--- config.mk ---
export PLATFORM = sky130hd
export DESIGN_NAME = pipeline_hazard_ctrl_flat
export DESIGN_NICKNAME = d
export VERILOG_FILES = /design/src/rtl/tspp_types_pkg.sv /design/src/rtl/pipeline_hazard_ctrl_if.sv /design/src/rtl/pipe_hazard_perf_cnt.sv /design/src/rtl/pipeline_hazard_ctrl.sv /design/src/flat_wrapper.sv
export SDC_FILE = /design/constraint.sdc
export NUM_CORES = 1
export LEC_CHECK = 0
export CAP_MARGIN = 20
export CELL_PAD_IN_SITES_DETAIL_PLACEMENT = 1
export CELL_PAD_IN_SITES_GLOBAL_PLACEMENT = 1
export CORE_ASPECT_RATIO = 0.8
export CORE_MARGIN = 5
export CORE_UTILIZATION = 28
export CTS_CLUSTER_SIZE = 16
export DETAILED_ROUTE_END_ITERATION = 6
export HOLD_SLACK_MARGIN = 0.05
export PLACE_DENSITY = 0.76
export SETUP_SLACK_MARGIN = 0.3
export SYNTH_ARGS = -nofsm -noshare
export SYNTH_HDL_FRONTEND = slang
export SYNTH_SLANG_ARGS = --single-unit
--- constraint.sdc ---
create_clock -name CLK -period 1.7 [get_ports CLK]
set_input_delay 0.34 -clock CLK [delete_from_list [all_inputs] [get_ports CLK]]
set_output_delay 0.34 -clock CLK [all_outputs]
set_load 0.01 [all_outputs]
--- src/rtl/tspp_types_pkg.sv ---
// ============================================================================
// Module  : tspp_types_pkg
// Brief   : Shared types and constants for the pipeline hazard controller.
// Revision: 1.0 - initial release
// ============================================================================
`default_nettype none

package tspp_types_pkg;

    localparam int MAX_STAGES = 8;
    localparam int HOLD_CNT_W = 4;

    typedef enum logic [1:0] {
        RUN      = 2'd0,
        REDIRECT = 2'd1,
        DRAIN    = 2'd2
    } hazard_state_t;

    // Widest stage vector; instances truncate to their own NUM_STAGES.
    typedef logic [MAX_STAGES-1:0] stage_vec_t;

    function automatic stage_vec_t low_mask(input int n);
        stage_vec_t m;
        m = '0;
        for (int i = 0; i < MAX_STAGES; i++) begin
            if (i < n) m[i] = 1'b1;
        end
        return m;
    endfunction

endpackage

`default_nettype wire

--- src/rtl/pipeline_hazard_ctrl_if.sv ---
// ============================================================================
// Module  : pipeline_hazard_ctrl_if
// Brief   : Execute/fetch/pipeline-register hazard bundle; perf counters
//           present only when PIPE_HAZARD_PERF_EN is defined.
// Revision: 1.0 - initial release
// ============================================================================
`default_nettype none

interface pipeline_hazard_ctrl_if #(
    parameter int NUM_STAGES = 2,
    parameter int ADDR_W     = 32
`ifdef PIPE_HAZARD_PERF_EN
    ,
    parameter int CNT_W      = 32
`endif
);
    logic                  dwait;
    logic                  iwait;
    logic                  branch_mispredict;
    logic [ADDR_W-1:0]     branch_jump_addr;
    logic                  fetch_redirect_ready;
    logic                  fetch_redirect_valid;
    logic [ADDR_W-1:0]     fetch_redirect_addr;
    logic [NUM_STAGES-1:0] stall;
    logic [NUM_STAGES-1:0] flush;
`ifdef PIPE_HAZARD_PERF_EN
    logic [CNT_W-1:0]      stall_cycles;
    logic [CNT_W-1:0]      flush_events;
`endif

    modport master (
        input  dwait, iwait, branch_mispredict, branch_jump_addr, fetch_redirect_ready,
        output fetch_redirect_valid, fetch_redirect_addr, stall, flush
`ifdef PIPE_HAZARD_PERF_EN
        ,
        output stall_cycles, flush_events
`endif
    );

    modport slave (
        output dwait, iwait, branch_mispredict, branch_jump_addr, fetch_redirect_ready,
        input  fetch_redirect_valid, fetch_redirect_addr, stall, flush
`ifdef PIPE_HAZARD_PERF_EN
        ,
        input  stall_cycles, flush_events
`endif
    );

endinterface

`default_nettype wire

--- src/rtl/pipe_hazard_perf_cnt.sv ---
// ============================================================================
// Module  : pipe_hazard_perf_cnt
// Brief   : Saturating event counter used by the hazard controller.
// Revision: 1.0 - initial release
// ============================================================================
`default_nettype none

module pipe_hazard_perf_cnt #(
    parameter int CNT_W = 32
) (
    input  logic             CLK,
    input  logic             nRST,
    input  logic             inc_i,
    output logic [CNT_W-1:0] cnt_o
);

    logic [CNT_W-1:0] cnt_q;
    logic [CNT_W-1:0] cnt_d;

    always_comb begin
        cnt_d = cnt_q;
        if (inc_i && (cnt_q != '1)) cnt_d = cnt_q + 1'b1;
    end

    always_ff @(posedge CLK or negedge nRST) begin
        if (!nRST) cnt_q <= '0;
        else       cnt_q <= cnt_d;
    end

    assign cnt_o = cnt_q;

endmodule

`default_nettype wire

--- src/rtl/pipeline_hazard_ctrl.sv ---
// ============================================================================
// Module  : pipeline_hazard_ctrl
// Brief   : Per-stage stall/flush generation and fetch redirect ownership for
//           an N-stage pipeline. Optional perf counters: PIPE_HAZARD_PERF_EN.
// Revision: 1.0 - initial release
// ============================================================================
`default_nettype none

module pipeline_hazard_ctrl
    import tspp_types_pkg::*;
#(
    parameter int NUM_STAGES = 2,
    parameter int EX_STAGE   = 1,
    parameter int ADDR_W     = 32,
    parameter int FLUSH_HOLD = 0
`ifdef PIPE_HAZARD_PERF_EN
    ,
    parameter int CNT_W      = 32
`endif
) (
    input  logic                   CLK,
    input  logic                   nRST,
    pipeline_hazard_ctrl_if.master hz
);

    localparam logic [NUM_STAGES-1:0] c_LE_EX = NUM_STAGES'(low_mask(EX_STAGE + 1));
    localparam logic [NUM_STAGES-1:0] c_LT_EX = NUM_STAGES'(low_mask(EX_STAGE));
    localparam logic [NUM_STAGES-1:0] c_GT_EX = ~c_LE_EX;
    localparam logic [NUM_STAGES-1:0] c_S0    = NUM_STAGES'(1);
    localparam logic [NUM_STAGES-1:0] c_S1    = NUM_STAGES'(2);
    localparam logic [HOLD_CNT_W-1:0] c_HOLD  = HOLD_CNT_W'(FLUSH_HOLD);

    hazard_state_t         state_q, state_d;
    logic [ADDR_W-1:0]     addr_q, addr_d;
    logic [HOLD_CNT_W-1:0] cnt_q, cnt_d;
    logic [NUM_STAGES-1:0] w_stall;
    logic [NUM_STAGES-1:0] w_flush;

    always_ff @(posedge CLK or negedge nRST) begin
        if (!nRST) begin
            state_q <= RUN;
            addr_q  <= '0;
            cnt_q   <= '0;
        end else begin
            state_q <= state_d;
            addr_q  <= addr_d;
            cnt_q   <= cnt_d;
        end
    end

    always_comb begin
        state_d = state_q;
        addr_d  = addr_q;
        cnt_d   = cnt_q;
        w_stall = '0;
        w_flush = '0;
        case (state_q)
            RUN: begin
                // dwait outranks a mispredict; execute keeps the mispredict up until dwait drops.
                if (hz.dwait) begin
                    w_stall = c_LE_EX;
                    w_flush = c_GT_EX;
                end else if (hz.branch_mispredict) begin
                    w_flush = c_LT_EX;
                    addr_d  = hz.branch_jump_addr;
                    state_d = REDIRECT;
                end else if (hz.iwait) begin
                    w_stall = c_S0;
                    w_flush = c_S1;
                end
            end
            REDIRECT: begin
                w_stall = c_S0;
                w_flush = c_LE_EX & ~c_S0;
                if (hz.fetch_redirect_ready) begin
                    if (FLUSH_HOLD > 0) begin
                        state_d = DRAIN;
                        cnt_d   = c_HOLD;
                    end else begin
                        state_d = RUN;
                    end
                end
            end
            DRAIN: begin
                w_flush = c_LE_EX;
                cnt_d   = cnt_q - 1'b1;
                if (cnt_q == HOLD_CNT_W'(1)) state_d = RUN;
            end
            default: state_d = RUN;
        endcase
    end

    assign hz.stall                = w_stall;
    assign hz.flush                = w_flush;
    assign hz.fetch_redirect_valid = (state_q == REDIRECT);
    assign hz.fetch_redirect_addr  = addr_q;

`ifdef PIPE_HAZARD_PERF_EN
    pipe_hazard_perf_cnt #(.CNT_W(CNT_W)) u_stall_cnt (
        .CLK   (CLK),
        .nRST  (nRST),
        .inc_i (|w_stall),
        .cnt_o (hz.stall_cycles)
    );

    pipe_hazard_perf_cnt #(.CNT_W(CNT_W)) u_flush_cnt (
        .CLK   (CLK),
        .nRST  (nRST),
        .inc_i ((state_q == RUN) && (state_d == REDIRECT)),
        .cnt_o (hz.flush_events)
    );
`endif

endmodule

`default_nettype wire

--- src/flat_wrapper.sv ---
// flat-port wrapper written by rule: the top's interface ports become plain ports
module pipeline_hazard_ctrl_flat import tspp_types_pkg::*;
#(
    parameter int NUM_STAGES = 2,
    parameter int EX_STAGE   = 1,
    parameter int ADDR_W     = 32,
    parameter int FLUSH_HOLD = 0

)
  (CLK, nRST, hz_dwait, hz_iwait, hz_branch_mispredict, hz_branch_jump_addr, hz_fetch_redirect_ready, hz_fetch_redirect_valid, hz_fetch_redirect_addr, hz_stall, hz_flush);
  pipeline_hazard_ctrl_if #(.NUM_STAGES(NUM_STAGES), .ADDR_W(ADDR_W)) hz_i ();
  input  logic CLK;
  input  logic nRST;
  input wire logic [$bits(hz_i.dwait)-1:0] hz_dwait;
  input wire logic [$bits(hz_i.iwait)-1:0] hz_iwait;
  input wire logic [$bits(hz_i.branch_mispredict)-1:0] hz_branch_mispredict;
  input wire logic [$bits(hz_i.branch_jump_addr)-1:0] hz_branch_jump_addr;
  input wire logic [$bits(hz_i.fetch_redirect_ready)-1:0] hz_fetch_redirect_ready;
  output wire logic [$bits(hz_i.fetch_redirect_valid)-1:0] hz_fetch_redirect_valid;
  output wire logic [$bits(hz_i.fetch_redirect_addr)-1:0] hz_fetch_redirect_addr;
  output wire logic [$bits(hz_i.stall)-1:0] hz_stall;
  output wire logic [$bits(hz_i.flush)-1:0] hz_flush;
  assign hz_i.dwait = hz_dwait;
  assign hz_i.iwait = hz_iwait;
  assign hz_i.branch_mispredict = hz_branch_mispredict;
  assign hz_i.branch_jump_addr = hz_branch_jump_addr;
  assign hz_i.fetch_redirect_ready = hz_fetch_redirect_ready;
  assign hz_fetch_redirect_valid = hz_i.fetch_redirect_valid;
  assign hz_fetch_redirect_addr = hz_i.fetch_redirect_addr;
  assign hz_stall = hz_i.stall;
  assign hz_flush = hz_i.flush;
  pipeline_hazard_ctrl #(.NUM_STAGES(NUM_STAGES), .EX_STAGE(EX_STAGE), .ADDR_W(ADDR_W), .FLUSH_HOLD(FLUSH_HOLD)) u_core (.CLK(CLK), .nRST(nRST), .hz(hz_i));
endmodule
# ---- Yosys cells after proc, flatten, opt, wreduce, memory -nomap -nowiden
# Cells that the tools add are included.
dict set report totals {
  register_bits 38
  latchBits 0
  ram_bits 0
  romBits 0
  out_inout_bits 37
  memories 0
}
dict set report op_classes {
  add_sub_neg 1
  mul 0
  div_mod_pow 0
  n_lt_le_gt_ge 0
  eq_ne 7
  shift 0
  muxes 13
  n_bitwise 1
  n_reduce_logical 3
}
# operator n
set op_table {}
lappend op_table {{two-way mux 2 bit} 9}
lappend op_table {{one-hot mux 2 bit (3 select lines)} 2}
lappend op_table {{inequality test 2 bit (second input constant)} 3}
lappend op_table {{== test 4 x 1 -> 1 bit (second input constant)} 1}
lappend op_table {{one-hot mux 2 bit (2 select lines)} 1}
lappend op_table {{AND reduction 4 bit} 1}
lappend op_table {{subtractor 4 x 1 -> 4 bit (second input constant)} 1}
lappend op_table {{AND reduction 3 bit} 1}
lappend op_table {{== test 2 x 1 -> 1 bit (second input constant)} 1}
lappend op_table {{== test 2 bit (second input constant)} 1}
lappend op_table {{zero test 2 bit} 1}
lappend op_table {{inequality test 2 x 1 -> 1 bit (second input constant)} 1}
lappend op_table {{two-way mux 1 bit} 1}
lappend op_table {{inverter 1 bit} 1}

# ---- Depth between registers and ports, before layout
# Gate-level depths: netlist (run 1).
dict set report depth {
  ltp_word 4
  mapped_depth 3
  mapped_depth_nobuf 2
}

# ---- Worst setup path before layout (run 1)
# No wires, ideal clock.
dict set report synth_path {
  path_type {reg-to-reg}
  from {register u_core.state_q[0]}
  to {register u_core.addr_q[2], in the netlist u_core.hz.fetch_redirect_addr[2]}
  setup_time_ns 0.125
  arrival_ns 1.353
  required_ns 1.575
  path_slack_ns 0.222
  path_stages_with_launch 4
  n_path_buf 1
  cell_sequence {dfrtp_1 nor3b_4 buf_6 mux2_2}
}
dict set report synth_via {
  elab_chain_cells 2
}
# element line
set synth_rtl {}
lappend synth_rtl {{start, declared} pipeline_hazard_ctrl.sv:33} ;# hazard_state_t state_q, state_d;
lappend synth_rtl {{start signal, assigned} pipeline_hazard_ctrl.sv:45} ;# state_q <= state_d;
lappend synth_rtl {{zero test 2 bit} pipeline_hazard_ctrl.sv:57} ;# case (state_q)
lappend synth_rtl {{AND reduction 3 bit (no line)} --}
lappend synth_rtl {{end signal, assigned} pipeline_hazard_ctrl.sv:46} ;# addr_q <= addr_d;
lappend synth_rtl {{end, declared} pipeline_hazard_ctrl.sv:34} ;# logic [ADDR_W-1:0] addr_q, addr_d;
# No other way between the ends.
# A chain may end at the register's enable or synchronous reset.

# ---- Worst setup path after layout (run 1)
dict set report layout_path {
  from {register u_core.state_q[0]}
  to {register u_core.addr_q[4], in the netlist u_core.hz.fetch_redirect_addr[4]}
}
# Same word-level chain as after synthesis.

==> results of run 1 <==
==> cell usage after synthesis, drive strengths merged <==
cell	instances	area [sq um]
nor2b	1	6.26
nand2	1	3.75
nor2	1	3.75
dfrtp	33	826
nand2b	1	6.26
a21o	1	7.51
inv	1	3.75
buf	3	33.8
mux2	32	360
nor3b	1	18.8
o21bai	1	7.51
==> registers in the layout, summed over array words and instances, names as in the netlist <==
| signal | cells |
|---|---|
| u_core.state_q | 1 |
| u_core.hz.fetch_redirect_addr | 32 |
==> critical path, stage by stage (launching register included) <==
cell and delay [ns]:
dfrtp_2 0.43, nor3b_4 0.27, buf_4 0.17, buf_6 0.12, buf_16 0.12, mux2_4 0.30
==> final cells by class <==
type                            instances  area [sq um]  share of cell area
Timing Repair Buffer                   88           873               0.365
Sequential cell                        33           827               0.345
Multi-Input combinational cell         39           499               0.208
Clock buffer                            7          86.3              0.0361
Tap cell                               60          75.1              0.0313
Clock inverter                          1          30.0              0.0125
Inverter                                1          3.75             0.00157
==> routing by layer <==
metal,global-route usage,vias to the layer above,routed length [um],part of all wire
met1,0.152,493,1610,0.41
met2,0.236,42,2000,0.51
met3,0.0460,5,281,0.071
li1,-,451,-,-
met5,0,-,0,0
met4,0.0422,0,42,0.011
==> placed cells by master, fill, tap and decap left out, types with 2 or more instances in the layout <==
cell type,Yosys,routed
dlygate4sd2_1,0,35
clkdlybuf4s50_1,0,34
dfrtp_1,33,32
mux2_4,0,20
mux2_2,30,12
clkbuf_8,0,6
buf_4,0,6
buf_2,0,5
buf_16,0,3
buf_6,3,3
buf_12,0,2
==> worst paths after layout <==
kind / start / endpoint / depth (start not counted)
min: nRST / u_core.hz.fetch_redirect_addr[13] / 2
max reg2reg: u_core.state_q[0] / u_core.hz.fetch_redirect_addr[4] / 5
min in group CLK: u_core.hz.fetch_redirect_addr[27] / u_core.hz.fetch_redirect_addr[27] / 1
max in group asynchronous: nRST / u_core.state_q[0] / 2
min reg2reg: u_core.hz.fetch_redirect_addr[27] / u_core.hz.fetch_redirect_addr[27] / 1
max: u_core.state_q[0] / u_core.hz.fetch_redirect_addr[4] / 5
==> cells by family (layout without fill, tap and decap cells) <==
| logic type | after synthesis | count (layout) |
|---|---|---|
| compound gates | 2 | 2 |
| buf+inv | 4 | 97 |
| flops | 33 | 33 |
| mux | 32 | 32 |
| simple gates | 5 | 5 |
==> metrics by stage <==
| step | area (sq um) | std cells | hold WS [ns] |
|---|---|---|---|
| finish | 2390 | 229 | 0.457 |
| global route | 2390 | 229 | 0.515 |
| CTS | 2330 | 227 | 0.476 |
| detailed placement | 2130 | 210 | 0.487 |
| global placement | 2130 | 210 | 0.467 |
| floorplan | 1320 | 76 | 0.0444 |
==> power by group <==
part	total (mW)	internal, mW	switching [mW]
Clock	0.762	0.478	0.284
Sequential	1.05	0.955	0.0915
Combinational	0.785	0.492	0.293
Total	2.59	1.93	0.669
==> repair_timing <==
action                     CTS  global route
cloned                       3             0
gates resized for setup     65             9
hold buffers                 0             0
pin swaps                    1             1
setup endpoints to repair   69            36
buffers inserted             6             2
==> summary.md, run 1 <==
| Metric | Value |
|---|---|
| Status | `complete, no violations` |
| Tightest Hold Check Type | `in2async` |
| Die Span Y | `about 70 um` |
| Post-synthesis mux area share | `0.282` |
| Max Root-Sink Buffers | `2` |
| Worst setup margin | `~0.17 ns` |
| Syn Inst Count | `76` |
| Core ar. | `between 4000 and 5000 sq um` |
| CTS Sinks | `33` |
| Worst-margin pin slew | `around 0.42 ns` |
| Vias | `about 990` |
| Post-Syn Nets | `around 110` |
| Final Hold Fails | `0` |
| Vias per std cell | `4.33` |
| H-tree depth | `2` |
| Post-synthesis compound-gate area fraction | `0.0118` |
| Clock-pin slew on the worst setup and hold paths | `about 0.07 ns` |
| Initial Utilization | `0.283` |
| Largest net degree at the start of global routing | `34` |
| PD cells | `1080 nW/um^2` |
| Width of the die | `85.5 um` |
| Area growth from synthesis to layout | `87.5%` |
| Worst-Skew Late Latency | `~0.28 ns` |
| R2r setup slk | `about 0.17 ns` |
| Worst Path Required | `between 1.5 and 2 ns` |
| Post-DP HPWL | `2700 um` |
| VDD IR max | `~0.45 mV` |
| Ys Warns | `0` |
| Adder-cell share of the synthesized area | `0` |
| # port buffers | `74` |
| CP max FO | `5` |
| Number of routed nets with antenna violations | `0` |
| Post-layout power | `roughly 2.6 mW` |
| Simple-gate share of the synthesized area | `0.0304` |
| Num CTS Buffers | `5` |
| Crit path arrival time | `between 1.5 and 2 ns` |
| Rows | `22` |
| Max Cap Violations | `0` |
| Total gr overflow | `0` |
| Fin crit share | `0.902` |
| Routed len/inst | `about 17 um` |
| Synth unique cells | `12` |
| N_diodes | `0` |
| Fmax | `approximately 0.65 GHz` |
| Final layout net count | `roughly 210` |
| Final Skew | `between 0.006 and 0.007 ns` |
| Main combinational cell family by area after synthesis | `multiplexers` |
| Max-slew violation count | `0` |
| Vias in the first global route | `~1100` |
| CTS Root Cell | `clkbuf_8` |
| DRC violation count after routing | `0` |
| Crit. End Element | `flop` |
| Number of iterations in the first detailed-routing pass | `3` |
| Ratio of cells with drive above 1 in the final layout | `0.367` |
| Setup TNS | `0 ns` |
| Final setup viols | `0` |
| Slew headroom | `0.723` |
| Netlist Area Pre-Place | `around 1300 sq um` |
| Global Route Usage Sum | `0.134` |
| Critical Path Source Type | `flop` |
| TritonCTS clock tree | `built` |
| Routed WL | `3940 um` |
| Global-route wire length before repair | `slightly above 6000 um` |
| Iter 0 DRT Violations | `14` |
| Unrepaired setup endpoints after global routing | `yes` |
| DIE AREA | `roughly 6000 sq um` |
| Post-Synth XOR/XNOR Area | `0` |
| Syn_area_per_cell | `approximately 17 sq um` |
| Ports | `75` |
| Crit Path Category | `reg2reg` |
| Fillers | `approximately 470` |
| Final Critical Period | `about 1.5 ns` |
| Initial antenna violation count | `0` |
| Post-Route Utilization | `0.530` |
| Leakage | `approximately 1.1 nW` |
| Worst slack at placement | `-0.318 ns` |
| Register area share after synthesis | `0.646` |
| Synthesized flop and latch total | `33` |
| Final GP Congestion | `around 0.81` |
Note: power is estimated with default switching activity, not from simulation.
==> run 2, diff against run 1 <==
--- a/config.mk
+++ b/config.mk
@@ -10,12 +10,14 @@
 export CELL_PAD_IN_SITES_GLOBAL_PLACEMENT = 1
 export CORE_ASPECT_RATIO = 0.8
 export CORE_MARGIN = 5
-export CORE_UTILIZATION = 28
+export CORE_UTILIZATION = 46
 export CTS_CLUSTER_SIZE = 16
 export DETAILED_ROUTE_END_ITERATION = 6
+export DONT_BUFFER_PORTS = 1
 export HOLD_SLACK_MARGIN = 0.05
-export PLACE_DENSITY = 0.76
+export PLACE_DENSITY = 0.73
 export SETUP_SLACK_MARGIN = 0.3
+export SKIP_CTS_REPAIR_TIMING = 1
 export SYNTH_ARGS = -nofsm -noshare
 export SYNTH_HDL_FRONTEND = slang
 export SYNTH_SLANG_ARGS = --single-unit
==> run 2 against run 1 <==
Net effect:
- fmax decreased by 5.6%
- sequential power increased by 10%
- utilization up 3.5 points
==> summary.md, run 2 (synthesis gave the netlist of run 1 again) <==
| Metric | Value |
|---|---|
| Hold path cells | `1` |
| Max-slew violation count | `0 (unchanged)` |
| Initial antenna violation count | `0 (unchanged)` |
| Global Route Usage Sum | `0.133 (-0.000786)` |
| Final setup viols | `0 (unchanged)` |
| Min-Delay Endpoint | `u_core.hz.fetch_redirect_addr[30]` |
| Worst-path cell chain | `nor3b_4 -> buf_12` |
| N_diodes | `0 (unchanged)` |
| DIE AREA | `3940 sq um (-35%)` |
| Initial Utilization | `0.473 (+0.190)` |
| Max Cap Violations | `0 (unchanged)` |
| Core ar. | `2700 sq um (-40%)` |
| Fmax | `0.615 GHz (-5.6%)` |
| Global-route wire length before repair | `3800 um (-38%)` |
| Fin crit share | `0.956 (+0.0536)` |
| TritonCTS clock tree | `built` |
| Crit Path Category | `reg2out` |
| Final layout net count | `126 (-39%)` |
| Post-DP HPWL | `1930 um (-29%)` |
| Max Root-Sink Buffers | `2 (unchanged)` |
| Routed len/inst | `21.6 um (+26%)` |
| VDD IR max | `0.604 mV (+33%)` |
| Reg2Reg Depth | `4 (-1)` |
| Worst Path Required | `1.36 ns (-0.50 ns)` |
| Worst-Skew Late Latency | `0.32 ns (+0.04 ns)` |
| Highest routed layer | `met4` |
| Max stage delay on crit path | `0.49 ns (+0.06 ns)` |
| Vias | `680 (-31%)` |
| CP top delay family | `flip-flops` |
| Status | `complete, no violations` |
| Setup TNS | `0 ns (unchanged)` |
| Most common cell after layout, fill and taps aside | `dfrtp_1` |
| Hold Startpoint | `hz_branch_jump_addr[30]` |
| Tightest Hold Check Type | `in2reg` |
| Ports | `75 (unchanged)` |
| Number of routed nets with antenna violations | `0 (unchanged)` |
| Number of iterations in the first detailed-routing pass | `2 (-1)` |
| Rows | `17 (-23%)` |
| Leakage | `0.679 nW (-39%)` |
| Width of the die | `68.9 um (-19%)` |
| Routed WL | `2750 um (-30%)` |
| WHS | `0.148 ns (-0.308 ns)` |
| CTS Sinks | `33 (unchanged)` |
| Slew headroom | `0.818 (+0.0953)` |
| Die Span Y | `57.1 um (-19%)` |
| Commonest non-fill, non-tap cells in the layout | `dfrtp_1, mux2_2, mux2_4` |
| Total gr overflow | `0 (unchanged)` |
| Critical path's slowest cell | `dfrtp_2` |
| Ratio of cells with drive above 1 in the final layout | `0.539 (+0.172)` |
| Final GP Congestion | `0.673 (-17%)` |
| Max reg flops | `32 (unchanged)` |
| Crit path arrival time | `1.29 ns (-0.41 ns)` |
| Met2 wire length | `1400 um (-30%)` |
| Crit. End Element | `output port` |
| Worst r2r src | `u_core.state_q[0]` |
| PD cells | `1230 nW/um^2 (+13%)` |
| Unrepaired setup endpoints after global routing | `yes` |
| Post-Route Utilization | `0.566 (+0.0351)` |
| Num CTS Buffers | `5 (unchanged)` |
| Final Skew | `0.00449 ns (-0.00162 ns)` |
| Crit path buffers/inverters | `1 (-2)` |
| CTS Root Cell | `clkbuf_4` |
| Critical Path Source Type | `flop` |
| Worst-margin pin slew | `0.272 ns (-0.143 ns)` |
| Iter 0 DRT Violations | `17 (+3)` |
| H-tree depth | `2 (unchanged)` |
| Final Critical Period | `1.63 ns (+0.0911 ns)` |
| R2r setup slk | `0.13 ns (-0.04 ns)` |
| Vias per std cell | `5.35 (+24%)` |
| CP max FO | `8 (+3)` |
| Met3 routed WL | `353 um (+26%)` |
| Met1 Routed Length | `960 um (-40%)` |
| Area growth from synthesis to layout | `19.6%` |
| DRC violation count after routing | `0 (unchanged)` |
| # port buffers | `0 (-100%)` |
| Vias in the first global route | `709 (-37%)` |
| Final Hold Fails | `0 (unchanged)` |
| Largest net degree at the start of global routing | `34 (unchanged)` |
| Clock-pin slew on the worst setup and hold paths | `0.09 ns (+0.02 ns)` |
| Crit Reg-Reg Endpoint | `u_core.hz.fetch_redirect_addr[26]` |
[run 2: cell count changes in the layout (fill, tap and decap cells not counted), moves of 2 or more]
cell             change
buf_16               -3
clkbuf_16            +2
buf_4                -4
clkbuf_4             +5
mux2_4               -8
buf_6                -3
clkdlybuf4s50_1     -34
buf_2                -5
clkbuf_8             -6
clkinv_2             +2
dlygate4sd2_1       -35
mux2_2               +7
[run 2: metrics by stage]
step / worst slack, ns / std cells / area, sq um / power [mW]
global route: -0.00244 / 127 / 1530 / 1.99
floorplan: 0.266 / 76 / 1320 / 1.37
detailed placement: 0.237 / 113 / 1380 / 1.45
global placement: 0.283 / 113 / 1380 / 1.43
finish: 0.0749 / 127 / 1530 / 1.87
CTS: 0.000243 / 121 / 1430 / 1.86
[run 2: area by class of cell]
| type | count | area, sq um |
|---|---|---|
| clock inverter | 2 | 10.0 |
| clock buffer | 6 | 41.3 |
| fill | 264 | 1170 |
| timing repair buffer | 8 | 135 |
| tap | 38 | 47.5 |
| sequential | 33 | 827 |
| inverter | 1 | 3.75 |
| multi-input combinational | 39 | 463 |
[run 2: power breakdown]
part           total [mW]  switching, mW  internal (mW)
clock network       0.404          0.247          0.157
registers            1.16          0.206          0.954
logic               0.307         0.0968          0.210
total                1.87          0.550           1.32
[run 2: worst register-to-register path, cell delays in order, from the launching register on]
cell and delay, ns:
dfrtp_2 0.49, nor3b_4 0.30, buf_4 0.19, clkbuf_16 0.16
mux2_2 0.33
[run 2: metal layers]
layer	global-route usage	vias to the layer above
li1	-	287
met1	0.138	344
met2	0.219	43
met3	0.0807	6
met4	0.0500	0
met5	0	-
[run 2: how the worst max path moves through the flow]
stage                                 start                                end  slack [ns]  depth (start not counted)
final                     u_core.state_q[0]                        hz_flush[0]        0.07                          2
after global routing      u_core.state_q[0]                        hz_flush[0]      -0.002                          2
after CTS                 u_core.state_q[0]                        hz_flush[0]      0.0002                          2
after detailed placement  u_core.state_q[0]  u_core.hz.fetch_redirect_addr[21]        0.24                          3
after global placement    u_core.state_q[0]  u_core.hz.fetch_redirect_addr[24]        0.28                          3
after floorplan           u_core.state_q[0]   u_core.hz.fetch_redirect_addr[2]        0.27                          3
==> run 3, diff against run 2 <==
--- a/config.mk
+++ b/config.mk
@@ -10,14 +10,16 @@
 export CELL_PAD_IN_SITES_GLOBAL_PLACEMENT = 1
 export CORE_ASPECT_RATIO = 0.8
 export CORE_MARGIN = 5
-export CORE_UTILIZATION = 46
+export CORE_UTILIZATION = 49
+export CTS_BUF_LIST = sky130_fd_sc_hd__clkbuf_2
 export CTS_CLUSTER_SIZE = 16
 export DETAILED_ROUTE_END_ITERATION = 6
 export DONT_BUFFER_PORTS = 1
 export HOLD_SLACK_MARGIN = 0.05
-export PLACE_DENSITY = 0.73
+export PLACE_DENSITY = 0.77
 export SETUP_SLACK_MARGIN = 0.3
 export SKIP_CTS_REPAIR_TIMING = 1
 export SYNTH_ARGS = -nofsm -noshare
 export SYNTH_HDL_FRONTEND = slang
 export SYNTH_SLANG_ARGS = --single-unit
+export TNS_END_PERCENT = 50
==> run 3 against run 2 <==
Net effect:
- the flow now finishes with violations (negative setup slack)
- utilization grew 9.2 points
- total power about the same
- via count is 8.8% higher
- largest power group unchanged
==> summary.md, run 3 (synthesis gave the netlist of run 1 again) <==
| Metric | Value |
|---|---|
| Worst setup margin | `-0.0694 ns (-0.144 ns)` |
| Max-slew violation count | `0 (unchanged)` |
| Max stage delay on crit path | `0.51 ns (+0.02 ns)` |
| Rows | `16 (-1)` |
| Clock-pin slew on the worst setup and hold paths | `0.17 ns (+0.08 ns)` |
| R2r setup slk | `0.10 ns (-0.03 ns)` |
| Vias | `740 (+8.8%)` |
| Area growth from synthesis to layout | `26.7%` |
| H-tree depth | `2 (unchanged)` |
| Core ar. | `2460 sq um (-8.8%)` |
| Width of the die | `67.1 um (-2.7%)` |
| Global-route wire length before repair | `4000 um (+5.5%)` |
| Post-DP HPWL | `1970 um (+1.8%)` |
| Setup TNS | `-0.0694 ns (-0.0694 ns)` |
| DIE AREA | `3730 sq um (-5.2%)` |
| Hold Startpoint | `hz_branch_jump_addr[14]` |
| Worst r2r src | `u_core.state_q[0]` |
| Max Cap Violations | `0 (unchanged)` |
| Final Critical Period | `1.77 ns (+0.144 ns)` |
| CTS Root Cell | `clkbuf_2` |
| Global Route Usage Sum | `0.149 (+0.0154)` |
| Tightest Hold Check Type | `in2reg` |
| Final Skew | `0.0266 ns (+0.0221 ns)` |
| Status | `finished, violations left` |
| Commonest non-fill, non-tap cells in the layout | `dfrtp_1, mux2_4, mux2_2` |
| Reg2Reg Depth | `5 (+1)` |
| Ratio of cells with drive above 1 in the final layout | `0.505 (-0.0343)` |
| Leakage | `0.741 nW (+9.1%)` |
| Final setup viols | `1 (+1)` |
| Min-Delay Endpoint | `u_core.hz.fetch_redirect_addr[14]` |
| Final layout net count | `137 (+8.7%)` |
| Vias per std cell | `5.48 (+2.4%)` |
| CP Depth | `3 (+1)` |
| Worst-Skew Late Latency | `0.38 ns (+0.06 ns)` |
| Worst-margin pin slew | `0.255 ns (-0.0165 ns)` |
| CP max FO | `6 (-2)` |
| Slew headroom | `0.830 (+0.0112)` |
| Crit. End Element | `output port` |
| Max Root-Sink Buffers | `2 (unchanged)` |
| Final Hold Fails | `0 (unchanged)` |
| Register area | `827 sq um (unchanged)` |
| Num CTS Buffers | `5 (unchanged)` |
| Number of iterations in the first detailed-routing pass | `2 (unchanged)` |
| TritonCTS clock tree | `built` |
| Critical path's slowest cell | `dfrtp_2` |
| Initial Utilization | `0.519 (+0.0459)` |
| N_diodes | `0 (unchanged)` |
| Routed WL | `3170 um (+15%)` |
| Fillers | `224 (-15%)` |
| Critical Path Source Type | `flop` |
| CP top delay family | `flip-flops` |
| Area of the multi-input gates | `485 sq um (+4.9%)` |
| Worst-path cell chain | `nor3b_4 -> buf_12 -> buf_6` |
| Most common cell after layout, fill and taps aside | `dfrtp_1` |
| Max reg flops | `32 (unchanged)` |
| DRC violation count after routing | `0 (unchanged)` |
| Worst slack at placement | `0.189 ns (-0.0480 ns)` |
| Total gr overflow | `0 (unchanged)` |
| Unrepaired setup endpoints after global routing | `yes` |
| Number of routed nets with antenna violations | `0 (unchanged)` |
| # port buffers | `0 (unchanged)` |
| Largest net degree at the start of global routing | `34 (unchanged)` |
| Initial antenna violation count | `0 (unchanged)` |
| Routed len/inst | `23.4 um (+8.4%)` |
| PD cells | `1160 nW/um^2 (-5.6%)` |
| Worst Path Required | `1.36 ns (about the same)` |
| Failing checks | `negative setup slack` |
| Crit path arrival time | `1.43 ns (+0.14 ns)` |
| VDD IR max | `0.663 mV (+9.8%)` |
| Vias in the first global route | `723 (+2.0%)` |
| CTS Sinks | `33 (unchanged)` |
| Crit path buffers/inverters | `2 (+1)` |
| Fmax | `0.565 GHz (-8.2%)` |
| Final GP Congestion | `0.645 (-4.1%)` |
| Hold path cells | `1 (unchanged)` |
| Ports | `75 (unchanged)` |
| Die Span Y | `55.7 um (-2.6%)` |
| Crit Reg-Reg Endpoint | `u_core.hz.fetch_redirect_addr[22]` |
| WHS | `0.0857 ns (-0.0625 ns)` |
| Crit Path Category | `reg2out` |
| Iter 0 DRT Violations | `18 (+1)` |
| Fin crit share | `1.04 (+0.0849)` |
[run 3: worst register-to-register path: stages (launching register included)]
cell	delay (ns)
dfrtp_2	0.51
nor3b_4	0.30
buf_12	0.15
buf_4	0.10
buf_8	0.13
mux2_4	0.31
[run 3: how the worst max path moves through the flow]
stage | startpoint | to | slack, ns
6_report | u_core.state_q[0] | hz_flush[0] | -0.07
5_1_grt | u_core.state_q[0] | hz_flush[0] | -0.16
4_1_cts | u_core.state_q[0] | hz_flush[0] | -0.28
3_5_place_dp | u_core.state_q[0] | hz_flush[0] | 0.19
3_3_place_gp | u_core.state_q[0] | hz_flush[0] | 0.23
2_1_floorplan | u_core.state_q[0] | u_core.hz.fetch_redirect_addr[2] | 0.27
[run 3: report_power, final]
part,total [mW],internal [mW],switching (mW)
Clock,0.353,0.0979,0.256
Combinational,0.350,0.240,0.110
Sequential,1.17,0.953,0.216
Total,1.87,1.29,0.581
[run 3: cell type report]
cell class | count | share of cell area
flip-flops and latches | 33 | 0.511
multi-input cells | 39 | 0.300
repair buffers | 19 | 0.138
well taps | 36 | 0.0278
clock buffers | 6 | 0.0185
clock inverters | 1 | 0.00309
inverters | 1 | 0.00232
[run 3: layer usage]
| metal | global-route usage | up-vias | routed length, um |
|---|---|---|---|
| li1 | - | 308 | - |
| met1 | 0.142 | 388 | 1060 |
| met2 | 0.245 | 42 | 1750 |
| met3 | 0.0949 | 2 | 327 |
| met4 | 0.0694 | 0 | 32 |
| met5 | 0 | - | 0 |
[run 3: stage by stage]
| stage | std cells | total power [mW] | instance area, sq um | utilization |
|---|---|---|---|---|
| 2_1_floorplan | 76 | 1.36 | 1310 | - |
| 3_3_place_gp | 112 | 1.41 | 1350 | 0.547 |
| 3_5_place_dp | 112 | 1.43 | 1350 | 0.547 |
| 4_1_cts | 119 | 1.78 | 1380 | 0.561 |
| 5_1_grt | 135 | 1.95 | 1620 | 0.658 |
| 6_report | 135 | 1.87 | 1620 | 0.658 |
